===== src/rtl/rn_seq_pkg.sv =====
// Shared types and elaboration helpers for the RN release sequencer.
package rn_seq_pkg;

  typedef enum logic [1:0] {
    ST_IDLE    = 2'd0,
    ST_ASSERT  = 2'd1,
    ST_RELEASE = 2'd2
  } rn_state_e;

  localparam int unsigned GROUPS_MAX = 16;

  // Width of a group index; a single group still needs a 1-bit index.
  function automatic int unsigned grp_idx_w(input int unsigned groups);
    return (groups > 1) ? $clog2(groups) : 1;
  endfunction

endpackage


===== src/rtl/rn_seq_counter.sv =====
// Up-counter with synchronous clear that saturates at a supplied limit.
module rn_seq_counter
  import rn_seq_pkg::*;
#(
  parameter int unsigned CNT_W = 8
) (
  input  logic             i_clk,
  input  logic             i_rst,
  input  logic             i_clr,
  input  logic [CNT_W-1:0] i_limit,
  output logic             o_at_limit
);

  logic [CNT_W-1:0] r_cnt;

  always_ff @(posedge i_clk) begin
    if (i_rst) begin
      r_cnt <= '0;
    end else if (i_clr) begin
      r_cnt <= '0;
    end else if (r_cnt != i_limit) begin
      r_cnt <= r_cnt + CNT_W'(1);
    end
  end

  assign o_at_limit = (r_cnt == i_limit);

endmodule


===== src/rtl/rn_release_sequencer.sv =====
// Merges reset requests, holds all RN low for MIN_LOW cycles, then releases
// the RN groups LSB first, GAP cycles apart, all on posedge i_clk.
//
//   state   | meaning
//   IDLE    | all RN released, waiting for a request
//   ASSERT  | all RN low, low-period timer running (or held by i_hold)
//   RELEASE | groups 0..grp released, gap timer pacing the next one
module rn_release_sequencer
  import rn_seq_pkg::*;
#(
  parameter int unsigned GROUPS  = 4,
  parameter int unsigned MIN_LOW = 8,
  parameter int unsigned GAP     = 2,
  parameter int unsigned CNT_W   = 8
) (
  input  logic              i_clk,
  input  logic              i_rst,
  input  logic              i_req,
  input  logic              i_hold,
  output logic [GROUPS-1:0] o_rn,
  output logic              o_busy,
  output logic              o_done
);

  if (GROUPS < 1 || GROUPS > GROUPS_MAX) begin : g_bad_groups
    $error("rn_release_sequencer: GROUPS must be 1..16");
  end
  if (MIN_LOW < 1 || MIN_LOW > (2**CNT_W) - 1) begin : g_bad_min_low
    $error("rn_release_sequencer: MIN_LOW must be 1..2**CNT_W-1");
  end
  if (GAP < 1 || GAP > (2**CNT_W) - 1) begin : g_bad_gap
    $error("rn_release_sequencer: GAP must be 1..2**CNT_W-1");
  end

  localparam int unsigned      GRP_W    = grp_idx_w(GROUPS);
  localparam logic [GRP_W-1:0] GRP_LAST = GRP_W'(GROUPS - 1);
  localparam logic [CNT_W-1:0] LOW_LIM  = CNT_W'(MIN_LOW - 1);
  localparam logic [CNT_W-1:0] GAP_LIM  = CNT_W'(GAP - 1);

  rn_state_e         r_state;
  rn_state_e         w_state_nxt;
  logic [GRP_W-1:0]  r_grp;
  logic [GRP_W-1:0]  w_grp_nxt;
  logic [GRP_W-1:0]  w_grp_inc;
  logic [GROUPS-1:0] r_rn;
  logic [GROUPS-1:0] w_rn_nxt;
  logic              r_busy;
  logic              w_busy_nxt;
  logic              r_done;
  logic              w_done_nxt;
  logic              w_quiet;
  logic              w_go;
  logic              w_step;
  logic              w_low_done;
  logic              w_gap_done;
  logic              w_low_clr;
  logic              w_gap_clr;

  // Only a definite 0 counts as "no request"; X/Z falls to the all-low side.
  assign w_quiet   = (i_req == 1'b0);
  assign w_go      = (i_req == 1'b0) && (i_hold == 1'b0) && w_low_done;
  assign w_grp_inc = r_grp + GRP_W'(1);

  assign w_low_clr = (w_state_nxt != ST_ASSERT) || (i_req != 1'b0);
  assign w_gap_clr = (r_state != ST_RELEASE) || (w_state_nxt != ST_RELEASE) || w_step;

  rn_seq_counter #(.CNT_W(CNT_W)) u_low_timer (
    .i_clk      (i_clk),
    .i_rst      (i_rst),
    .i_clr      (w_low_clr),
    .i_limit    (LOW_LIM),
    .o_at_limit (w_low_done)
  );

  rn_seq_counter #(.CNT_W(CNT_W)) u_gap_timer (
    .i_clk      (i_clk),
    .i_rst      (i_rst),
    .i_clr      (w_gap_clr),
    .i_limit    (GAP_LIM),
    .o_at_limit (w_gap_done)
  );

  always_ff @(posedge i_clk) begin
    if (i_rst) begin
      r_state <= ST_ASSERT;
      r_grp   <= '0;
      r_rn    <= '0;
      r_busy  <= 1'b1;
      r_done  <= 1'b0;
    end else begin
      r_state <= w_state_nxt;
      r_grp   <= w_grp_nxt;
      r_rn    <= w_rn_nxt;
      r_busy  <= w_busy_nxt;
      r_done  <= w_done_nxt;
    end
  end

  always_comb begin
    w_state_nxt = r_state;
    w_grp_nxt   = r_grp;
    w_step      = 1'b0;
    case (r_state)
      ST_IDLE: begin
        if (w_quiet) begin
          w_state_nxt = ST_IDLE;
        end else begin
          w_state_nxt = ST_ASSERT;
        end
      end
      ST_ASSERT: begin
        if (w_go) begin
          w_grp_nxt   = '0;
          w_state_nxt = (GROUPS == 1) ? ST_IDLE : ST_RELEASE;
        end else begin
          w_state_nxt = ST_ASSERT;
        end
      end
      ST_RELEASE: begin
        if (w_quiet) begin
          if (w_gap_done) begin
            w_step      = 1'b1;
            w_grp_nxt   = w_grp_inc;
            w_state_nxt = (w_grp_inc == GRP_LAST) ? ST_IDLE : ST_RELEASE;
          end
        end else begin
          w_state_nxt = ST_ASSERT;
        end
      end
      default: begin
        w_state_nxt = ST_ASSERT;
      end
    endcase
  end

  // Output registers are loaded with the values belonging to the next state.
  always_comb begin
    w_rn_nxt   = '0;
    w_busy_nxt = 1'b1;
    w_done_nxt = 1'b0;
    case (w_state_nxt)
      ST_IDLE: begin
        w_rn_nxt   = '1;
        w_busy_nxt = 1'b0;
        w_done_nxt = (r_state != ST_IDLE);
      end
      ST_RELEASE: begin
        for (int i = 0; i < int'(GROUPS); i++) begin
          w_rn_nxt[i] = (GRP_W'(i) <= w_grp_nxt);
        end
      end
      default: begin
      end
    endcase
  end

  assign o_rn   = r_rn;
  assign o_busy = r_busy;
  assign o_done = r_done;

endmodule


===== config.mk =====
export PLATFORM = sky130hd
export DESIGN_NAME = rn_release_sequencer
export DESIGN_NICKNAME = d
export VERILOG_FILES = /design/src/rtl/rn_seq_pkg.sv /design/src/rtl/rn_seq_counter.sv /design/src/rtl/rn_release_sequencer.sv
export SDC_FILE = /design/constraint.sdc
export NUM_CORES = 1
export LEC_CHECK = 0
export BUFFER_PORTS_ARGS = -buffer_cell sky130_fd_sc_hd__buf_2
export CELL_PAD_IN_SITES_DETAIL_PLACEMENT = 0
export CELL_PAD_IN_SITES_GLOBAL_PLACEMENT = 1
export CORE_MARGIN = 1
export CORE_UTILIZATION = 35
export CTS_CLUSTER_SIZE = 12
export DETAILED_ROUTE_END_ITERATION = 12
export PLACE_DENSITY = 0.7
export RECOVER_POWER = 100
export SLEW_MARGIN = 20
export SYNTH_ARGS = -nofsm -noshare
export SYNTH_HDL_FRONTEND = slang
export SYNTH_SLANG_ARGS = --single-unit

===== constraint.sdc =====
create_clock -name i_clk -period 2.1 [get_ports i_clk]
set_input_delay 0.315 -clock i_clk [delete_from_list [all_inputs] [get_ports i_clk]]
set_output_delay 0.315 -clock i_clk [all_outputs]
set_load 0.01 [all_outputs]

==> flow_summary_export.csv <==
group,metric,value,unit
status,status,"complete, no violations",
sta,fmax,507,MHz
global_route,grt_pass1_wl,4000,um
placed_design,place_congestion,0.800,
clocking,root_buffer,"clkbuf_4",
clocking,cts_made_buffers,3,
job,drv_cap,0,
logic_synthesis,yosysMostFrequentCell,"dfxtp_1",
cells_and_area,final_util,42.6,%
clocking,cts-hold-fix-buffers,0,
logic_synthesis,synthAdderAreaFrac,8.00,%
cells_and_area,stdcell_area,1440,um2
floorplan,core-area,3390,um2
cells_and_area,multi_input_area,732,um2
route,vias_per_cell,5.18,
global_route,antenna_found_initial,0,
global_route,grt_max_degree,16,
floorplan,die_h,61.8,um
cells_and_area,layout.nets,160,
sta,rsz0062_at_grt,"no",
worst_setup_path,crit_required,2.35,ns
sta,setup_viol,0,
logic_synthesis,synthMuxAreaShare,0.800,%
logic_synthesis,synth_compound_area_share,9.60,%
logic_synthesis,syn_avg_cell_area,9.41,um2
route,drc_errors,0,
logic_synthesis,synth-xor-area-share,9.80,%
sta,finalSetupTns,0,ns
logic_synthesis,syn_area,1250,um2
placed_design,place_ws,0.00104,ns
route,drt_pass1_iterations,4,
logic_synthesis,yosysTopAreaCellShare,41.6,%
cells_and_area,fillers,331,
logic_synthesis,ys_warn_count,0,
route,ant_nets,0,
logic_synthesis,synth_seq_area_share,41.6,%
clocking,clk_transition_reported_paths,0.15,ns
sta,setup_ws,0.126,ns
worst_setup_path,start_kind,"flip-flop",
cells_and_area,register_area,520,um2
clocking,clk_path_buf_depth,2,
sta,min_period_over_period,94.0,%
clocking,cts.sinks,26,
cells_and_area,area_growth,15.4,%
sta,worst_pin_slew,0.378,ns
route,first_iter_violations,27,
worst_setup_path,arrival,2.22,ns
floorplan,start_util,36.9,%
logic_synthesis,ys_ff_latch,26,
cells_and_area,diodes,0,
pwr,p_per_area,595,nW/um2
clocking,insertion_delay,0.33,ns
logic_synthesis,synth_top_family_by_area,"simple AND/OR/NAND/NOR gates",
logic_synthesis,syn_nets,145,
logic_synthesis,synthSimpleGateAreaFrac,27.5,%
floorplan,rows,21,
global_route,overflow,0,
route,routedWlPerCell,12.4,um
logic_synthesis,synth_area_leader_cell,"dfxtp_1",
sta,finClkSkew,0.0159,ns
sta,hold_viol,0,
worst_setup_path,cp_max_fo,8,
floorplan,io_pins,10,
pwr,p_leak,0.542,nW
floorplan,die-area,3820,um2
route,vias,1000,
worst_setup_path,critPathCaptureType,"flip-flop",
placed_design,place_area,1360,um2
logic_synthesis,ys_async_sr_fraction,0,%
logic_synthesis,synth_commonest_cells,"dfxtp_1 (26), nor2_1 (14), nand3_1 (12)",
worst_setup_path,critical_path_class,"flip-flop to flip-flop",
sta,period_minus_slack,1.97,ns
route,wl,2400,um
sta,max_slew_margin,74.6,%
global_route,grt_pass1_vias,913,
logic_synthesis,synth_edf_count,0,
clocking,cts_tree,"yes",
clocking,htreeDepth,1,
placed_design,dpl.hpwl,1740,um
min_path,hold_class,"input port to flip-flop",
pwr,ir_worst_vdd,280,uV
logic_synthesis,synthTopCellsByArea,"dfxtp_1 (42%), ha_1 (8.0%), xor2_1 (6.3%)",
logic_synthesis,ys.flop_type,"dfxtp_1",
logic_synthesis,synth.distinct_cells,36,
floorplan,dieWidth,61.8,um
logic_synthesis,syn-instance-count,133,
placed_design,port_buffers,9,
cells_and_area,drive_above_1_share,15.6,%
sta,drv_slew,0,
global_route,grt_usage,14.5,%
sequential cells by signal (all words and copies together) (netlist names):
register and flops:
u_gap_timer.r_cnt 8, u_low_timer.r_cnt 8, o_rn 4, r_grp 2, r_state 2, o_busy 1
o_done 1
per-stage QoR:
stage / power, W / hold slack [ns] / std cells
4_1_cts: 0.000874 / 0.177 / 192
2_1_floorplan: 0.000517 / 0.384 / 133
3_3_place_gp: 0.000524 / 0.520 / 188
3_5_place_dp: 0.000525 / 0.519 / 188
5_1_grt: 0.000902 / 0.160 / 193
6_report: 0.000859 / 0.190 / 193
final cells by class:
type / count / share of cell area [%]
clock inverter: 1 / 2.08
inverter: 7 / 1.99
multi-input combinational: 99 / 50.7
clock buffer: 3 / 1.56
tap: 46 / 3.99
sequential: 26 / 36.0
timing repair buffer: 11 / 3.64
path summary, 6_finish.rpt:
path / start / endpoint / slack (ns) / depth (start not counted)
worst min register to register: u_gap_timer.r_cnt[7]$_SDFFE_PP0P_ / u_gap_timer.r_cnt[7]$_SDFFE_PP0P_ / 0.56 / 2
worst min-delay path: i_rst / r_grp[1]$_SDFF_PP0_ / 0.19 / 2
worst max register to register: u_low_timer.r_cnt[0]$_SDFFE_PP0P_ / u_gap_timer.r_cnt[1]$_SDFFE_PP0P_ / 0.13 / 6
worst max-delay path: u_low_timer.r_cnt[0]$_SDFFE_PP0P_ / u_gap_timer.r_cnt[1]$_SDFFE_PP0P_ / 0.13 / 6
worst max-delay path, stage by stage, from the launching register on:
cell       delay [ns]
dfxtp_1          0.40
ha_2             0.24
nand2_1          0.16
nor4_4           0.29
nand4bb_1        0.28
a21o_4           0.34
a211oi_2         0.18
cell usage in the layout, fill, tap and decap left out, types with 2 or more instances in the layout:
cell      Yosys  routed
clkbuf_1      0       6
xnor2_1       5       5
clkbuf_4      0       3
nand2_1       4       4
inv_1         6       6
a31oi_1       3       3
a21oi_1       6       6
o21ai_0       2       2
and3_1        4       5
ha_1          8       7
nand3_1      12      11
buf_2         1       3
nor3_1        7       7
nor4_1        4       3
nor2_1       14      14
xor2_1        9       9
buf_4         0       2
dfxtp_1      26      26
power breakdown:
group / leakage (nW) / switching (W) / internal [W]
Clock: 0.0279 / 0.000151 / 0.000193
Combinational: 0.304 / 0.0000106 / 0.00000721
Sequential: 0.210 / 0.00000166 / 0.000495
per-layer routing:
| layer | routed length, um | GRT usage, % | up-vias |
|---|---|---|---|
| li1 | - | - | 510 |
| met1 | 1150 | 17.4 | 464 |
| met2 | 1120 | 24.6 | 24 |
| met3 | 102 | 4.97 | 2 |
| met4 | 23 | 3.81 | 0 |
| met5 | 0 | 0 | - |
timing repair:
item,in CTS,in global routing
resized for setup,1,7
hold endpoints to repair,0,0
endpoints found under the setup margin,1,16
pin swaps,0,1
buffers inserted,0,1
cells by family after synthesis:
kind of cell | Yosys count
compound gates | 16
xor+xnor | 14
fa+ha+maj | 8
buf+inv | 8
flops | 26
mux | 1
simple gates | 60
Note: power is estimated with default switching activity, not from simulation.
